**src/rtl/dds_uart_tx_if.sv**
```systemverilog
// Parallel byte handshake into the DDS-paced UART transmitter.
interface dds_uart_tx_if #(
  parameter int DATA_WIDTH = 8
);
  logic [DATA_WIDTH-1:0] tx_data;
  logic                  tx_valid;
  logic                  tx_ready;

  modport master (output tx_data, output tx_valid, input tx_ready);
  modport slave  (input tx_data, input tx_valid, output tx_ready);
endinterface

```
**src/rtl/dds_uart_tx.sv**
```systemverilog
// UART transmitter whose bit period is one DDS enable tick; frames are start, data LSB-first,
// optional parity and stop bits. Every output is a register.
module dds_uart_tx #(
  parameter int DATA_WIDTH = 8,
  parameter int PARITY     = 0,
  parameter int STOP_BITS  = 1
) (
  input  logic         clk,
  input  logic         rst,
  input  logic         tick,
  dds_uart_tx_if.slave bus,
  output logic         txd,
  output logic         busy,
  output logic         frame_done
);

  typedef enum logic [2:0] {
    IDLE  = 3'd0,
    SYNC  = 3'd1,
    START = 3'd2,
    DATA  = 3'd3,
    PAR   = 3'd4,
    STOP  = 3'd5
  } state_t;

  localparam logic [3:0] DW_C      = 4'(DATA_WIDTH);
  localparam logic [3:0] SB_C      = 4'(STOP_BITS);
  localparam logic       HAS_PAR_C = (PARITY != 0);

  state_t                state_r, state_s;
  logic [DATA_WIDTH-1:0] shift_r, shift_s;
  logic [3:0]            cnt_r, cnt_s;
  logic                  par_r, par_s;
  logic                  txd_r, txd_s;
  logic                  busy_r, busy_s;
  logic                  ready_r, ready_s;
  logic                  done_r, done_s;
  logic                  accept_s;

  function automatic logic parity_bit(input logic [DATA_WIDTH-1:0] d);
    return (PARITY == 1) ? ~(^d) : (^d);
  endfunction

  assign accept_s = bus.tx_valid & ready_r;

  // State and datapath registers
  always_ff @(posedge clk or negedge rst) begin
    if (!rst) begin
      state_r <= IDLE;
      shift_r <= '0;
      cnt_r   <= 4'd0;
      par_r   <= 1'b0;
      txd_r   <= 1'b1;
      busy_r  <= 1'b0;
      ready_r <= 1'b1;
      done_r  <= 1'b0;
    end else begin
      state_r <= state_s;
      shift_r <= shift_s;
      cnt_r   <= cnt_s;
      par_r   <= par_s;
      txd_r   <= txd_s;
      busy_r  <= busy_s;
      ready_r <= ready_s;
      done_r  <= done_s;
    end
  end

  // Next-state logic; a tick in IDLE (even on the accept edge) never advances the frame
  always_comb begin
    state_s = state_r;
    case (state_r)
      IDLE:    if (accept_s) state_s = SYNC;  else state_s = IDLE;
      SYNC:    if (tick)     state_s = START; else state_s = SYNC;
      START:   if (tick)     state_s = DATA;  else state_s = START;
      DATA: begin
        if (tick && (cnt_r >= DW_C)) begin
          state_s = HAS_PAR_C ? PAR : STOP;
        end else begin
          state_s = DATA;
        end
      end
      PAR:     if (tick)     state_s = STOP;  else state_s = PAR;
      STOP: begin
        if (tick && (cnt_r >= SB_C)) begin
          state_s = IDLE;
        end else begin
          state_s = STOP;
        end
      end
      default: state_s = IDLE;
    endcase
  end

  // Next values for line, shifter, shared bit/stop counter and handshake flags
  always_comb begin
    shift_s = shift_r;
    cnt_s   = cnt_r;
    par_s   = par_r;
    txd_s   = txd_r;
    busy_s  = busy_r;
    ready_s = ready_r;
    done_s  = 1'b0;
    case (state_r)
      IDLE: begin
        if (accept_s) begin
          shift_s = bus.tx_data;
          par_s   = parity_bit(bus.tx_data);
          cnt_s   = 4'd0;
          busy_s  = 1'b1;
          ready_s = 1'b0;
        end else begin
          txd_s = 1'b1;
        end
      end
      SYNC: begin
        if (tick) txd_s = 1'b0; else txd_s = txd_r;
      end
      START: begin
        if (tick) begin
          txd_s   = shift_r[0];
          shift_s = {1'b0, shift_r[DATA_WIDTH-1:1]};
          cnt_s   = 4'd1;
        end else begin
          txd_s = txd_r;
        end
      end
      DATA: begin
        if (tick && (cnt_r < DW_C)) begin
          txd_s   = shift_r[0];
          shift_s = {1'b0, shift_r[DATA_WIDTH-1:1]};
          cnt_s   = cnt_r + 4'd1;
        end else if (tick) begin
          txd_s = HAS_PAR_C ? par_r : 1'b1;
          cnt_s = 4'd1;
        end else begin
          txd_s = txd_r;
        end
      end
      PAR: begin
        if (tick) begin
          txd_s = 1'b1;
          cnt_s = 4'd1;
        end else begin
          txd_s = txd_r;
        end
      end
      STOP: begin
        if (tick && (cnt_r < SB_C)) begin
          cnt_s = cnt_r + 4'd1;
        end else if (tick) begin
          cnt_s   = 4'd0;
          busy_s  = 1'b0;
          ready_s = 1'b1;
          done_s  = 1'b1;
        end else begin
          cnt_s = cnt_r;
        end
      end
      default: begin
        txd_s   = 1'b1;
        busy_s  = 1'b0;
        ready_s = 1'b1;
      end
    endcase
  end

  assign txd          = txd_r;
  assign busy         = busy_r;
  assign frame_done   = done_r;
  assign bus.tx_ready = ready_r;

endmodule

```
**src/flat_wrapper.sv**
```systemverilog
// flat-port wrapper written by rule: the top's interface ports become plain ports
module dds_uart_tx_flat 
#(
  parameter int DATA_WIDTH = 8,
  parameter int PARITY     = 0,
  parameter int STOP_BITS  = 1
)
  (clk, rst, tick, txd, busy, frame_done, bus_tx_data, bus_tx_valid, bus_tx_ready);
  dds_uart_tx_if #(.DATA_WIDTH(DATA_WIDTH)) bus_i ();
  input  logic clk;
  input  logic rst;
  input  logic tick;
  output logic txd;
  output logic busy;
  output logic frame_done;
  input wire logic [$bits(bus_i.tx_data)-1:0] bus_tx_data;
  input wire logic [$bits(bus_i.tx_valid)-1:0] bus_tx_valid;
  output wire logic [$bits(bus_i.tx_ready)-1:0] bus_tx_ready;
  assign bus_i.tx_data = bus_tx_data;
  assign bus_i.tx_valid = bus_tx_valid;
  assign bus_tx_ready = bus_i.tx_ready;
  dds_uart_tx #(.DATA_WIDTH(DATA_WIDTH), .PARITY(PARITY), .STOP_BITS(STOP_BITS)) u_core (.clk(clk), .rst(rst), .tick(tick), .bus(bus_i), .txd(txd), .busy(busy), .frame_done(frame_done));
endmodule
```
**config.mk**
```make
export PLATFORM = sky130hd
export DESIGN_NAME = dds_uart_tx_flat
export DESIGN_NICKNAME = d
export VERILOG_FILES = /design/src/rtl/dds_uart_tx_if.sv /design/src/rtl/dds_uart_tx.sv /design/src/flat_wrapper.sv
export SDC_FILE = /design/constraint.sdc
export NUM_CORES = 1
export LEC_CHECK = 0
export ABC_AREA = 1
export CAP_MARGIN = 10
export CORE_AREA = 2 2 51 53
export DETAILED_ROUTE_END_ITERATION = 8
export DIE_AREA = 0 0 53 55
export PLACE_DENSITY = 0.7
export SYNTH_ARGS = -nofsm -noshare
export SYNTH_HDL_FRONTEND = slang
export SYNTH_SLANG_ARGS = --single-unit
export TNS_END_PERCENT = 1
```
**constraint.sdc**
```tcl
create_clock -name clk -period 1.9 [get_ports clk]
set_clock_uncertainty 0.2 [all_clocks]
set_input_delay 0.19 -clock clk [delete_from_list [all_inputs] [get_ports clk]]
set_output_delay 0.19 -clock clk [all_outputs]
set_load 0.01 [all_outputs]
```
### After elaboration in Yosys (flattened, before gate mapping)

Index checks and enable logic that the tools add are counted.

* add/sub/neg operators: 1
* $lt $le $gt $ge: 4
* equality and inequality tests: 13
* muxes and demuxes: 33
* bitwise operators: 3
* reductions and logical operators: 13

Operators with widths (number)
* two-way mux 8 bit: 3
* case mux 8 bit (3 select lines): 1
* two-way mux 4 bit: 5
* case mux 3 bit (6 select lines): 1
* two-way mux 1 bit: 16
* case mux 4 bit (4 select lines): 1
* AND reduction 4 bit: 3
* != test 2 bit (second input constant): 5
* equality test 3 x 2 -> 1 bit (second input constant): 2
* equality test 3 bit (second input constant): 2
* two-way mux 3 bit: 2
* case mux 1 bit (3 select lines): 2
* case mux 1 bit (6 select lines): 1
* adder 4 x 1 -> 4 bit (second input constant): 1
* >= comparator 4 x 1 -> 1 bit (second input constant): 1
* >= comparator 4 bit (second input constant): 1
* logical AND 1 bit: 4
* less-than comparator 4 x 1 -> 1 bit (second input constant): 1
* less-than comparator 4 bit (second input constant): 1
* != test 2 x 1 -> 1 bit (second input constant): 2
* nonzero test 4 bit: 1
* OR reduction 4 bit: 1
* equality test 3 x 1 -> 1 bit (second input constant): 1
* zero test 3 bit: 1
* 7 further kinds: 8

* register bits: 19
* output and inout port bits: 4
* logic and storage cells: 74

### Longest topological paths before layout

* word-level depth: 4
* depth in mapped cells: 9
* mapped depth without buffers: 9

### Worst setup path after synthesis

Ideal clock, no wire load.

* kind: flip-flop to flip-flop
* start: register u_core.ready_r (netlist: u_core.bus.tx_ready)
* end: register u_core.shift_r[7]
* data arrival time: 1.094 ns
* data required time: 1.583 ns
* slack: 0.489 ns
* stages on the path, launching flop included: 10
* cell sequence: dfstp_2 > nand2_1 > inv_1 > nor2_1 > inv_1 > nand2_1 > inv_2 > nand2_2 > nand2_1 > nand2_1

* cells in the longest elaborated chain, start to end: 3

RTL lines
* start: declaration: RTL line dds_uart_tx.sv:36 `logic ready_r, ready_s;`
* start signal: assignment: RTL line dds_uart_tx.sv:64 `ready_r <= ready_s;`
* AND 1 bit: RTL line dds_uart_tx.sv:44 `assign accept_s = bus.tx_valid & ready_r;`
* != test 2 x 1 -> 1 bit (no source line)
* AND reduction 4 bit (no source line)
* end signal: assignment: RTL line dds_uart_tx.sv:59 `shift_r <= shift_s;`
* end: declaration: RTL line dds_uart_tx.sv:31 `logic [DATA_WIDTH-1:0] shift_r, shift_s;`

No other way between the ends.
A chain may end at the register's enable or synchronous reset.

### Final worst setup path

* start: register u_core.txd_r (netlist: u_core.txd)
* end: output port txd

RTL lines
* start: declaration: RTL line dds_uart_tx.sv:34 `logic txd_r, txd_s;`
* start signal: assignment: RTL line dds_uart_tx.sv:62 `txd_r <= txd_s;`
* end: declaration: RTL line flat_wrapper.sv:13 `output logic txd;`

No word-level cell between the ends.

==> flow_metrics.env <==
export IMPL_clock_sinks=19
export IMPL_power_frac_seq_pct=39.7
export IMPL_clk_pin_slew_ns=0.11
export IMPL_antenna_found_initial=0
export IMPL_ys_ff_latch=19
export IMPL_clk_latency_ns=0.29
export IMPL_cts_max_path_buffers=2
export IMPL_power_density_nw_per_um2=1260
export IMPL_path_max_fanout=3
export IMPL_cts_hold_buffers=0
export IMPL_endpoint="txd"
export IMPL_period_share_pct=93.9
export IMPL_wire_per_inst_um=11.5
export IMPL_r2r_slack_ns=0.27
export IMPL_crit_path_cell_trace="clkdlybuf4s50_1"
export IMPL_cp_depth=1
export IMPL_maxCapViolCount=0
export IMPL_htreeDepth=1
export IMPL_drive_above_1_share_pct=9.63
export IMPL_pre_cts_ws_ns=0.195
export IMPL_netlist_instances=167
export IMPL_syn_area_um2=1140
export IMPL_pin_count=16
export IMPL_grt_setup_unrepaired="false"
export IMPL_die_area_um2=2920
export IMPL_power_total_uw=1720
export IMPL_r2r_end="u_core.cnt_r[0]"
export IMPL_dp_hpwl_um=1980
export IMPL_dpl_cell_area_um2=1340
export IMPL_routed_wl_um=2490
export IMPL_syn_nets=182
export IMPL_hold_slack_ns=0.0198
export IMPL_final_setup_viol_count=0
export IMPL_critPathSlowestCell="dfstp_2"
export IMPL_postCtsSetupBuffers=0
export IMPL_grt_pass1_wl_um=4390
export IMPL_cpLargestDelayFamily="flip-flops"
export IMPL_crit_buf_inv=1
export IMPL_drc=0
export IMPL_slowest_delay_ns=0.57
export IMPL_first_global_vias=1018
export IMPL_drv_slew=0
export IMPL_syn_to_final_growth_pct=20.0
export IMPL_hold_violations=0
export IMPL_antenna_cells=0
export IMPL_slew_headroom_pct=82.9
export IMPL_start_util_pct=48.0
export IMPL_fin_nets=203
export IMPL_worstRegToRegCells=7
export IMPL_min_path_type="input pin to asynchronous set/reset pin"
export IMPL_cp_data_arrival_time_ns=1.39
export IMPL_ff_latch_area_um2=478
export IMPL_met3_length_um=116
export IMPL_crit_required_ns=1.51
export IMPL_fin_tns_setup_ns=0
export IMPL_grt_max_degree=20
export IMPL_ant_nets=0
export IMPL_synth_cell_types=19
export IMPL_gr_total_overflow=0
export IMPL_grt_use_total_pct=21.1
export IMPL_rows=18
export IMPL_die_w_um=53
export IMPL_vias=1115
export IMPL_final_common_cell="nand2_1"
export IMPL_io_buffers=15
export IMPL_status="complete, no violations"
export IMPL_tightestPinTransition_ns=0.255
export IMPL_dr_pass1_iters=4
export IMPL_drt_initial_drc_count=34
export IMPL_crit_path_start="u_core.txd"
export IMPL_die_h_um=55
export IMPL_worstSetupEndpointType="output port"
export IMPL_clock_power_share_pct=11.8
export IMPL_ys_seq_area_share_pct=42.1
export IMPL_fin_crit_ns=1.78
export IMPL_leakage_uw=0.000768
export IMPL_nFillCells=250
export IMPL_wl_met2_um=1170
export IMPL_critPathKind="flop to output port"
export IMPL_comb_power_share_pct=48.5
export IMPL_top_layer_used="met4"
export IMPL_worst_slack_ns=0.116
export IMPL_yosysWarnings=0
export IMPL_avgSynthCellArea_um2=6.80
export IMPL_cts_tree="done"
export IMPL_root_buffer="clkbuf_4"
export IMPL_fin_area_um2=1360
export IMPL_start_kind="flop"
export IMPL_rr_startpoint="u_core.state_r[1]"
export IMPL_core_area_um2=2360
export IMPL_multi_input_area_um2=581
export IMPL_met1_length_um=1150
export IMPL_ir_worst_vdd_v=0.000662
export IMPL_p_sw_share_pct=43.9
export IMPL_numCtsBuffers=3
export IMPL_via_per_inst=5.14
export IMPL_power_switching_uw=754
export IMPL_place_gp_congestion=0.933
export IMPL_final_cell_mix="70 x nand2_1, 27 x nand3_1, 17 x dfrtp_1"
export IMPL_p_int_uw=963
export IMPL_cts_resized=0
export IMPL_fmax_mhz=561
==> sequential cells by signal, indices dropped and copies added (netlist names) <==
register and cells:
u_core.shift_r 8, u_core.cnt_r 4, u_core.state_r 3, u_core.bus.tx_ready 1
u_core.busy 1, u_core.frame_done 1, u_core.txd 1
==> worst min path at each step <==
stage | startpoint | to | slack [ns] | cells past startpoint
floorplan | rst | u_core.busy | -0.31 | 0
CTS | rst | u_core.state_r[1] | 0.02 | 2
global placement | u_core.shift_r[5] | u_core.shift_r[5] | 0.26 | 2
finish | rst | u_core.state_r[1] | 0.02 | 2
detailed placement | u_core.busy | u_core.busy | 0.26 | 2
global route | rst | u_core.state_r[1] | 0.02 | 2
==> final cells by class <==
| cell class | count | share of cell area (%) |
|---|---|---|
| multi-input cells | 128 | 42.6 |
| repair buffers | 18 | 12.7 |
| well taps | 30 | 2.75 |
| inverters | 18 | 4.95 |
| clock inverters | 1 | 0.367 |
| flip-flops and latches | 19 | 35.0 |
| clock buffers | 3 | 1.65 |
==> synthesized netlist by cell type (all sizes together) <==
library cell  instances  share of area (%)
a21oi                 3                1.3
buf                   2               0.88
dfrtp                17                 37
dfstp                 2                4.6
ha                    3                3.3
inv                  18                5.9
nand2                73                 25
nand3                27                 12
nand3b                1               0.66
nand4                 1               0.55
nor2                 11                3.9
nor3                  2               0.88
o21ai                 2               0.88
o22ai                 2                1.1
or2                   2                1.1
xor2                  1               0.77
==> per-layer routing <==
layer  track usage, %  vias up
li1                 -      568
met1             27.6      506
met2             33.5       33
met3             3.76        8
met4             11.1        0
met5                0        -
==> stage by stage <==
stage               std cells  utilization, %
floorplan                 167               -
global placement          213            56.5
detailed placement        213            56.5
CTS                       217            57.7
global route              217            57.7
finish                    217            57.7
==> kinds of logic (layout without fill, tap and decap cells) <==
| kind of cell | Yosys count | after routing | synth area share [%] |
|---|---|---|---|
| and+or+nand+nor | 117 | 117 | 43.7 |
| buffers and inverters | 20 | 40 | 6.83 |
| DFF | 19 | 19 | 42.1 |
| AOI/OAI and AO/OA | 7 | 7 | 3.30 |
| adders and majority gates | 3 | 3 | 3.30 |
| xor gates and xnor gates | 1 | 1 | 0.771 |
==> power groups by stage <==
stage	combinational, uW	sequential, uW	clock [uW]
after floorplan	591	671	0
after global placement	820	684	0
after detailed placement	836	686	0
after CTS	839	679	214
after global routing	980	703	239
final	833	682	203
Note: power is estimated with default switching activity, not from simulation.
